[config.mk]
export PLATFORM = sky130hd
export DESIGN_NAME = delayed_reg_sync_sched
export DESIGN_NICKNAME = d
export VERILOG_FILES = /design/src/rtl/delayed_sync_pkg.sv /design/src/rtl/rr_arbiter.sv /design/src/rtl/delayed_reg_sync_sched.sv
export SDC_FILE = /design/constraint.sdc
export NUM_CORES = 1
export LEC_CHECK = 0
export ABC_AREA = 1
export ABC_CLOCK_PERIOD_IN_PS = 3200
export CAP_MARGIN = 20
export CORE_ASPECT_RATIO = 1.5
export CORE_MARGIN = 5
export CORE_UTILIZATION = 52
export CTS_CLUSTER_DIAMETER = 80
export DETAILED_ROUTE_END_ITERATION = 7
export GPL_TIMING_DRIVEN = 0
export HOLD_SLACK_MARGIN = 0.1
export PLACE_DENSITY = 0.9
export RECOVER_POWER = 100
export SLEW_MARGIN = 10
export SYNTH_ARGS = -nofsm -noshare
export SYNTH_HDL_FRONTEND = slang
export SYNTH_HIERARCHICAL = 1
export SYNTH_SLANG_ARGS = --single-unit
[constraint.sdc]
create_clock -name clk -period 3.2 [get_ports clk]
set_clock_uncertainty 0.15 [all_clocks]
set_input_delay 0.48 -clock clk [delete_from_list [all_inputs] [get_ports clk]]
set_output_delay 0.48 -clock clk [all_outputs]
set_load 0.01 [all_outputs]
[src/rtl/delayed_sync_pkg.sv]
// Shared definitions for the delayed-register synchronisation scheduler:
// FSM state encoding and default sizing.
package delayed_sync_pkg;

  typedef enum logic [1:0] {
    ST_IDLE = 2'd0,
    ST_REQ  = 2'd1,
    ST_WAIT = 2'd2,
    ST_DONE = 2'd3
  } state_t;

  localparam int DEF_NUM_REGS       = 4;
  localparam int DEF_TIMEOUT_CYCLES = 1024;

endpackage : delayed_sync_pkg

[src/rtl/rr_arbiter.sv]
// Combinational round-robin arbiter: grants the first set request bit found
// searching upward from i_ptr+1 with wrap-around.
module rr_arbiter #(
  parameter int N  = 4,
  parameter int IW = $clog2(N)
) (
  input  logic [N-1:0]  i_req,
  input  logic [IW-1:0] i_ptr,
  output logic          o_grant_valid,
  output logic [IW-1:0] o_grant_idx
);

  // Each requester is ranked by its distance past the pointer; the smallest
  // distance wins, so the last granted index naturally gets lowest priority.
  always_comb begin
    int best_d;
    int d;
    // NOTE: every output and local gets a default before any conditional
    // assignment, otherwise synthesis infers a latch to hold the old value.
    o_grant_valid = 1'b0;
    o_grant_idx   = '0;
    best_d        = N;
    d             = 0;
    for (int j = 0; j < N; j++) begin
      if (i_req[j]) begin
        d = (j + N - 1 - int'(i_ptr)) % N;
        if (d < best_d) begin
          best_d        = d;
          o_grant_valid = 1'b1;
          o_grant_idx   = IW'(j);
        end
      end
    end
  end

endmodule : rr_arbiter

[src/rtl/delayed_reg_sync_sched.sv]
// Tracks MMIO writes to delayed registers and pushes them to the eFPGA fabric
// one at a time, round-robin, with acknowledge timeout and core write stall.
module delayed_reg_sync_sched
  import delayed_sync_pkg::*;
#(
  parameter int NUM_REGS       = DEF_NUM_REGS,
  parameter int IDX_W          = 2,
  parameter int TIMEOUT_CYCLES = DEF_TIMEOUT_CYCLES,
  parameter int CNT_W          = 11
) (
  input  logic                clk,
  input  logic                reset,
  input  logic                wenable,
  input  logic                isMMIO,
  input  logic                isdelayed,
  input  logic                instr_exed,
  input  logic [IDX_W-1:0]    wr_idx,
  output logic                cpu_stall,
  output logic                upd_req,
  output logic [IDX_W-1:0]    upd_idx,
  input  logic                delayed_valid,
  output logic                sync_valid,
  output logic [IDX_W-1:0]    sync_idx,
  output logic [NUM_REGS-1:0] pending,
  output logic                busy,
  output logic                timeout_err,
  output logic [IDX_W-1:0]    timeout_idx,
  input  logic                err_clr
);

  localparam int PAD_W = 1 << IDX_W;

  state_t               r_state;
  state_t               w_state_nxt;
  logic [NUM_REGS-1:0]  r_pending;
  logic [IDX_W-1:0]     r_ptr;
  logic [IDX_W-1:0]     r_upd_idx;
  logic [IDX_W-1:0]     r_timeout_idx;
  logic [CNT_W-1:0]     r_cnt;
  logic                 r_timeout_err;

  logic                 w_wr;
  logic                 w_idx_ok;
  logic                 w_stall;
  logic                 w_capture;
  logic                 w_done;
  logic                 w_timeout;
  logic                 w_grant_valid;
  logic [IDX_W-1:0]     w_grant_idx;
  logic [PAD_W-1:0]     w_pend_pad;
  logic [NUM_REGS-1:0]  w_set_mask;
  logic [NUM_REGS-1:0]  w_clr_mask;

  // Out-of-range indices read a zero pad bit, so they never stall or capture.
  assign w_pend_pad = PAD_W'(r_pending);
  assign w_wr       = wenable & isMMIO & isdelayed & instr_exed;
  assign w_idx_ok   = ({1'b0, wr_idx} < (IDX_W + 1)'(NUM_REGS));
  assign w_stall    = w_wr & w_idx_ok & w_pend_pad[wr_idx];
  assign w_capture  = w_wr & w_idx_ok & ~w_stall;
  assign w_done     = (r_state == ST_DONE);
  assign w_timeout  = (r_state == ST_WAIT) & ~delayed_valid &
                      (r_cnt == CNT_W'(TIMEOUT_CYCLES - 1));

  rr_arbiter #(
    .N  (NUM_REGS),
    .IW (IDX_W)
  ) u_arb (
    .i_req         (r_pending),
    .i_ptr         (r_ptr),
    .o_grant_valid (w_grant_valid),
    .o_grant_idx   (w_grant_idx)
  );

  always_comb begin
    w_set_mask = '0;
    w_clr_mask = '0;
    for (int i = 0; i < NUM_REGS; i++) begin
      if (w_capture && (wr_idx == IDX_W'(i)))
        w_set_mask[i] = 1'b1;
      if ((w_done || w_timeout) && (r_upd_idx == IDX_W'(i)))
        w_clr_mask[i] = 1'b1;
    end
  end

  always_comb begin
    w_state_nxt = r_state;
    unique case (r_state)
      ST_IDLE: if (w_grant_valid) w_state_nxt = ST_REQ;
      ST_REQ:  w_state_nxt = ST_WAIT;
      // Acknowledge is tested first so it beats a same-cycle timeout.
      ST_WAIT: begin
        if (delayed_valid)  w_state_nxt = ST_DONE;
        else if (w_timeout) w_state_nxt = ST_IDLE;
      end
      ST_DONE: w_state_nxt = ST_IDLE;
      default: w_state_nxt = ST_IDLE;
    endcase
  end

  // NOTE: sequential state uses non-blocking assignments so every register
  // samples pre-edge values regardless of statement order.
  always_ff @(posedge clk) begin
    if (reset) r_state <= ST_IDLE;
    else       r_state <= w_state_nxt;
  end

  always_ff @(posedge clk) begin
    if (reset) begin
      r_pending     <= '0;
      r_ptr         <= IDX_W'(NUM_REGS - 1);
      r_upd_idx     <= '0;
      r_cnt         <= '0;
      r_timeout_err <= 1'b0;
      r_timeout_idx <= '0;
    end else begin
      r_pending <= (r_pending | w_set_mask) & ~w_clr_mask;

      if ((r_state == ST_IDLE) && w_grant_valid) begin
        r_upd_idx <= w_grant_idx;
        r_ptr     <= w_grant_idx;
      end

      if (r_state == ST_REQ)       r_cnt <= '0;
      else if (r_state == ST_WAIT) r_cnt <= r_cnt + 1'b1;

      if (w_timeout) begin
        r_timeout_err <= 1'b1;
        r_timeout_idx <= r_upd_idx;
      end else if (err_clr) begin
        r_timeout_err <= 1'b0;
      end
    end
  end

  assign cpu_stall   = w_stall;
  assign upd_req     = (r_state == ST_REQ);
  assign upd_idx     = r_upd_idx;
  assign sync_valid  = w_done;
  assign sync_idx    = r_upd_idx;
  assign pending     = r_pending;
  assign busy        = (r_state != ST_IDLE);
  assign timeout_err = r_timeout_err;
  assign timeout_idx = r_timeout_idx;

endmodule : delayed_reg_sync_sched
== After elaboration in Yosys (flattened, before gate mapping) ==
Cells that the tools add are included.
W data, S select, Z words.
Operators by class
  add/sub/neg operators: 5
  order comparisons: 5
  eq/ne operators: 12
  multiplexer cells: 36
  bitwise gates (word level): 16
  reduce and logical (&&, ||, !) cells: 21
Operator list (count)
  $mux W32: 6
  $lt A3 B32 Y1: 3
  $mux W1: 20
  $mux W2: 8
  $eq A2 B2 Y1 const B: 6
  $sub A3 B2 Y4 const A: 3
  $add A11 B1 Y11 const B: 1
  $and A1 B1 Y1: 11
  $eq A11 B10 Y1 const B: 1
  $reduce_or A2 Y1: 5
  $logic_and A1 B1 Y1: 9
  $pmux W2 S4: 1
  $eq A2 B1 Y1 const B: 3
  $logic_not A2 Y1: 3
  $and A4 B4 Y4: 1
  $lt A3 B4 Y1 const B: 1
  $not A4 Y4: 1
  $or A4 B4 Y4: 1
  $reduce_bool A2 Y1: 2
  $lt A2 B3 Y1 const B: 1
  $ne A3 B3 Y1 const B: 1
  $sub A2 B2 Y3 const A: 1
  $bmux W1 S2: 1
  $ne A2 B2 Y1 const B: 1
  3 further kinds: 4
Storage, ports and cells
  register bits after elaboration: 24
  input port bits: 10
  output and inout port bits: 15
  logic and storage cells: 102

== Longest topological paths before layout ==
Gate-level depths: netlist of the first run.
  depth after elaboration: 17
  mapped depth: 17
  depth with buffers taken out: 17

== Cells and area by module ==
Netlist of the first run, hierarchy kept.
Modules (own cells, without submodules)
  delayed_reg_sync_sched: instances 1, cells an instance 182, area an instance 1232.4 µm², seq. area each 480.5 µm²
  rr_arbiter: instances 1, cells an instance 38, area an instance 209.0 µm², seq. area each 0.0 µm²

== Least setup slack after synthesis of the first run ==
Ideal clock, no wire load.
  path kind: register -> register
  start point: register r_pending[0], in the netlist pending[0]
  end point: register r_ptr[1]
  library setup time: 126 ps
  arrival: 2073 ps
  required time: 2924 ps
  slack: 851 ps
  cell stages (with the launch flop): 17
  buffers on the path: 0
  clock period less this slack: 2349 ps
  path through: dfxtp_1 > inv_1 > nor2_4 > inv_1 > ha_1 > nand3_2 > nand3_2 > o21ai_0 > o22ai_1 > ha_1 > inv_1 > nor2_1 > nand2_1 > nand3_2 > nand2_1 > nand2_1 > nand3_1
On the way
  elaborated cells on any way between the ends: 20
  those cells by class: order compare (3); mux (16); reduce/logical (1)
RTL lines
  start, declared: RTL line delayed_reg_sync_sched.sv:35  | logic [NUM_REGS-1:0] r_pending;
  start signal, assigned: RTL line delayed_reg_sync_sched.sv:116  | r_pending <= (r_pending | w_set_mask) & ~w_clr_mask;
  $mux W32 *: RTL line rr_arbiter.sv:25  | if (i_req[j]) begin
  $lt A3 B32 Y1: RTL line rr_arbiter.sv:27  | if (d < best_d) begin
  $mux W32: RTL line rr_arbiter.sv:27
  $mux W32 *: RTL line rr_arbiter.sv:25
  $lt A3 B32 Y1: RTL line rr_arbiter.sv:27
  $mux W32: RTL line rr_arbiter.sv:27
  $mux W32: RTL line rr_arbiter.sv:25
  $lt A3 B32 Y1: RTL line rr_arbiter.sv:27
  $mux W2: RTL line rr_arbiter.sv:27
  $mux W2 *: RTL line rr_arbiter.sv:25
  net w_grant_idx[1]: RTL line delayed_reg_sync_sched.sv:49  | logic [IDX_W-1:0] w_grant_idx;
  end signal, assigned: RTL line delayed_reg_sync_sched.sv:110  | r_ptr <= IDX_W'(NUM_REGS - 1);
  end signal, assigned: RTL line delayed_reg_sync_sched.sv:120  | r_ptr <= w_grant_idx;
  end, declared: RTL line delayed_reg_sync_sched.sv:36  | logic [IDX_W-1:0] r_ptr;
The timed path passes the listed nets; every way through them passes the cells marked *.
A chain may end at the register's enable or synchronous reset.

== Final worst setup path of the first run ==
  start point: input port wr_idx[0]
  end point: output port cpu_stall
On the way
  cells in the longest elaborated chain, start to end: 3
RTL lines
  start, declared: RTL line delayed_reg_sync_sched.sv:17  | input logic [IDX_W-1:0] wr_idx,
  $bmux W1 S2: RTL line delayed_reg_sync_sched.sv:58  | assign w_stall = w_wr & w_idx_ok & w_pend_pad[wr_idx];
  $mux W1 (implied by the code): RTL line delayed_reg_sync_sched.sv:58
  $and A1 B1 Y1: RTL line delayed_reg_sync_sched.sv:58
  end, declared: RTL line delayed_reg_sync_sched.sv:18  | output logic cpu_stall,
Every way passes these cells. The select of a mux whose other input is x is not followed.

==> results of run 1 <==
-- power breakdown --
part           switching, mW  internal [mW]
Sequential            0.0114          0.310
Clock                 0.0951          0.110
Combinational         0.0751         0.0466
-- cells by family (layout without fill, tap and decap cells) --
group / Yosys count / count (layout) / share of synthesized area
buffers and inverters: 42 / 70 / 0.1146
XOR/XNOR: 1 / 1 / 0.006077
adder cells (fa/ha/maj): 3 / 3 / 0.02604
AO/OA/AOI/OAI: 26 / 26 / 0.09376
flip-flops: 24 / 24 / 0.3333
AND/OR/NAND/NOR: 124 / 124 / 0.4262
-- path summary, 6_finish.rpt --
kind,startpoint,end,cells past startpoint
setup / recovery,wr_idx[0],cpu_stall,7
hold / removal,timeout_err,timeout_err,2
setup reg to reg,pending[0],r_ptr[1],16
hold reg to reg,timeout_err,timeout_err,2
-- stage by stage --
step	cell area [um^2]	util	worst slack [ns]	hold WS (ns)	power, mW
after floorplan	1441	-	0.8509	0.3016	0.4059
after global placement	1728	0.6456	0.5553	0.3083	0.4547
after detailed placement	1728	0.6456	0.5438	0.3176	0.4578
after CTS	1783	0.6662	0.5369	0.3325	0.6625
after global routing	1730	0.6466	0.3009	0.3552	0.6823
final	1730	0.6466	0.4742	0.3205	0.6479
-- area by class of cell --
| cell class | instances | area (um^2) |
|---|---|---|
| Buffer | 2 | 15.01 |
| Clock buffer | 4 | 55.05 |
| Fill cell | 260 | 945.9 |
| Inverter | 40 | 150.1 |
| Multi-Input combinational cell | 154 | 743.2 |
| Sequential cell | 24 | 480.5 |
| Tap cell | 37 | 46.29 |
| Timing Repair Buffer | 24 | 240.2 |
-- Yosys cell counts, types with 2 or more instances --
library cell | count | area (um^2)
buf_4 | 2 | 15.01
ha_1 | 3 | 37.54
nor3_1 | 4 | 20.02
nand4_1 | 3 | 18.77
dfxtp_1 | 24 | 480.5
inv_1 | 38 | 142.6
nand2_1 | 58 | 217.7
inv_2 | 2 | 7.510
nand3_2 | 3 | 30.03
a21oi_1 | 15 | 75.07
o21ai_0 | 8 | 40.04
nor2_2 | 3 | 18.77
nor2_4 | 3 | 33.78
nand2_2 | 4 | 25.02
nor2_1 | 27 | 101.4
nand3_1 | 13 | 65.06
-- metal layers --
metal,global-route usage,vias to the layer above,share of wire
met1,0.1799,632,0.41
met2,0.3246,25,0.53
met4,0.08523,0,0.027
met3,0.02004,7,0.035
met5,0,-,0
li1,-,750,-
-- registers in the layout, indices dropped and copies added (netlist names) --
| register | flops |
|---|---|
| timeout_idx | 2 |
| timeout_err | 1 |
| pending | 4 |
| r_ptr | 2 |
| r_state | 2 |
| sync_idx | 2 |
| r_cnt | 11 |
-- critical path, cell delays in order --
cell and delay (ns):
clkdlybuf4s50_1 0.57, inv_1 0.08, nand3_1 0.07, nand2_1 0.06
nor2_2 0.19, nor3_1 0.06, dlygate4sd3_1 0.60
==> reports/metrics.cfg, run 1 <==
[power_and_ir_drop]
p_per_area_nw_per_um2=374.4
peakVddDrop_mv=0.3781
p_leak_nw=0.8539

[final_layout]
nets=262
final_cells=285
num_antenna_cells=0
final_cell_mix=58 x nand2_1, 38 x inv_1, 30 x nor2_1, 24 x dfxtp_1
synthToLayoutAreaGrowth_pct=20.05
drive_gt1_frac=0.07661
mostFrequentLayoutCell=nand2_1

[clocking]
cts_resized=0
numCtsBuffers=3
clock-sinks=24
insertion_delay_ns=0.27
htreeDepth=1
ctsHoldBuffers=0
cts_root_buf=clkbuf_8
path_clk_slew_ns=0.08
post_cts_buffers=0
clock_path_buffers=2
cts_tree=yes

[logic_synthesis]
synthesis.nets=233
yosysWarnings=6
syn_inst=220
avgSynthCellArea_um2=6.552
synth_edf_count=0
synth_cell_types=26
synth_flop_cell=dfxtp_1
ys_seq_area_frac=0.3333
synthesis.area_um2=1441
synth_seq_cells=24
synthArstFlopShare=0

[drt]
drtIter0Drc=31
routed_wl_mm=3.008
wl_per_cell_um=10.55
drc=0
antenna_left=0
num_vias=1414
via_per_inst=4.961
drtPass1Iterations=4

[critical_path]
cp_max_fo=6
cp.arrival_ns=2.10
critical_path_class=in -> out
r2r_slack_ns=0.59
critPathLaunchType=input pin
critPathCaptureType=primary output
cp.required_ns=2.57

[global_routing]
grt_pass1_vias=1294
grt.overflow.total=0
antenna_found_initial=0
grt_pass1_wl_mm=5.112
grt_max_degree=14
grt_util_all_layers=0.1712

[timing]
max_clock_freq_mhz=366.9
rsz0062_at_grt=false
worst_pin_slew_ns=0.4631
final_hold_viol_count=0
slew_violations=0
setup_violations=0
finalCritPeriodShare=0.8518
fin_crit_ns=2.726
finalSetupTns_ns=0
slew_headroom=0.6901

[place]
gp_congestion=0.8011
port_buffers=24
dp_hpwl_mm=2.364
placed_cells=281

[floorplanning]
initial_core_util=0.5386
die_area_um2=3946
die_w_um=52.99
core_region_area_um2=2676
dieHeight_um=74.48
ioPinCount=25
rows=23

[min_path]
hold_class=reg -> reg

[job]
maxCapViolCount=0

[status]
status=complete, no violations

No activity file was read; power rests on OpenSTA's default activity.
==> run 2: changes to the inputs <==
--- a/config.mk
+++ b/config.mk
@@ -10,12 +10,12 @@
 export CAP_MARGIN = 20
 export CORE_ASPECT_RATIO = 1.5
 export CORE_MARGIN = 5
-export CORE_UTILIZATION = 52
+export CORE_UTILIZATION = 30
 export CTS_CLUSTER_DIAMETER = 80
 export DETAILED_ROUTE_END_ITERATION = 7
 export GPL_TIMING_DRIVEN = 0
 export HOLD_SLACK_MARGIN = 0.1
-export PLACE_DENSITY = 0.9
+export PLACE_DENSITY = 0.61
 export RECOVER_POWER = 100
 export SLEW_MARGIN = 10
 export SYNTH_ARGS = -nofsm -noshare
==> reports/metrics.cfg, run 2 (synthesized netlist as in run 1, its figures left out) <==
[status]
status=complete, no violations

[global_routing]
grt_pass1_vias=1263
grt.overflow.total=0
grt_util_all_layers=0.1045
antenna_found_initial=0
grt_max_degree=13
grt_pass1_wl_mm=5.188

[critical_path]
cp_slowest_cell=dlygate4sd3_1
critical_path_class=in -> out
worstPathCellList=clkdlybuf4s50_1, inv_1, nand3_1, nand2_1, nor2_2, nor3_1, dlygate4sd3_1
crit_buf_inv=3
cp.arrival_ns=2.13
critPathMaxStageDelay_ns=0.60
path_delay_family=buffers and inverters
cp_max_fo=6
critPathCaptureType=primary output
critPathLaunchType=input pin
cp.required_ns=2.57

[final_layout]
top_register=r_cnt
mostFrequentLayoutCell=nand2_1
final_cell_mix=58 x nand2_1, 38 x inv_1, 30 x nor2_1, 24 x dfxtp_1, 16 x nand3_1
nets=262
final_cells=313
num_antenna_cells=0
num-fill-cells=534
synthToLayoutAreaGrowth_pct=21.61
fin_util=0.3704
drive_gt1_frac=0.07287
largest_register_ffs=11
design_area_um2=1753

[place]
placed_area_um2=1764
dp_hpwl_mm=2.460
port_buffers=24
gp_congestion=0.7690
preCtsSetupSlack_ns=0.5186
placed_cells=310

[floorplanning]
rows=31
initial_core_util=0.3046
dieHeight_um=94.90
die_area_um2=6320
ioPinCount=25
die_w_um=66.60
core_region_area_um2=4732

[power_and_ir_drop]
p_per_area_nw_per_um2=349.8
peakVddDrop_mv=0.2261
p_leak_nw=0.8384
power.total_mw=0.6131
combPwrFrac=0.195
power.switching_mw=0.1726
clkPwrFrac=0.281
p_int_mw=0.4405
seqPwrFrac=0.524
switching_share=0.2815

[timing]
finalCritPeriodShare=0.8618
max_clock_freq_mhz=362.6
timing.hold.ws_ns=0.3161
finalSetupTns_ns=0
worst_pin_slew_ns=0.5070
final_hold_viol_count=0
setup_violations=0
slew_headroom=0.6607
slew_violations=0
rsz0062_at_grt=false
fin_crit_ns=2.758
worst_slack_ns=0.4423

[drt]
antenna_left=0
drtPass1Iterations=4
via_per_inst=4.374
num_vias=1369
wl_per_cell_um=9.671
drc=0
routed_wl_mm=3.027
drtIter0Drc=77

[clocking]
cts_resized=0
htreeDepth=1
clock-sinks=24
ctsHoldBuffers=0
cts_tree=yes
post_cts_buffers=0
cts_root_buf=clkbuf_8
numCtsBuffers=3
insertion_delay_ns=0.26
path_clk_slew_ns=0.07
clock_path_buffers=2

[job]
maxCapViolCount=0

[min_path]
hold_class=reg -> reg

run 2: cell types whose count changed in the layout (fill, tap and decap cells not counted):
cell             before  now
clkbuf_8              4    3
buf_4                 2    0
dlygate4sd3_1        16   14
clkbuf_4              0    2
clkdlybuf4s50_1       8   10
run 2: routing by layer:
layer / global-route usage / up-vias / wire length, um
met5: 0 / - / 0
met4: 0.05085 / 0 / 66
met3: 0.01905 / 7 / 143
met2: 0.1970 / 24 / 1581
met1: 0.1068 / 601 / 1236
li1: - / 737 / -
run 2: worst register-to-register path: cells and delay by family, from the launching register on:
family                   cells  cell delay (ns)
buffers and inverters        3             0.18
AND/OR/NAND/NOR              9             0.86
adder cells (fa/ha/maj)      2             0.54
AO/OA/AOI/OAI                2             0.34
flip-flops                   1             0.48
run 2: path summary, 6_finish.rpt:
check | startpoint | depth (start not counted) | slack [ns] | to
worst max register to register | pending[0] | 16 | 0.54 | r_ptr[0]
worst min-delay path | timeout_err | 2 | 0.32 | timeout_err
worst max-delay path | wr_idx[0] | 7 | 0.44 | cpu_stall
worst min register to register | timeout_err | 2 | 0.32 | timeout_err
run 2: final cells by class:
cell class	instances	area (um^2)	share of cell area
buffer	2	15.01	0.008565
clock buffer	3	41.29	0.02355
inverter	40	150.1	0.08565
multi-input combinational	154	743.2	0.4240
sequential	24	480.5	0.2741
tap	66	82.58	0.04711
timing repair buffer	24	240.2	0.1370
run 2: power by group through the flow:
stage,Combinational [mW],Sequential [mW],Clock [mW]
floorplan,0.0790,0.327,0
global placement,0.128,0.329,0
detailed placement,0.129,0.329,0
CTS,0.130,0.322,0.183
global route,0.136,0.323,0.190
finish,0.120,0.321,0.172
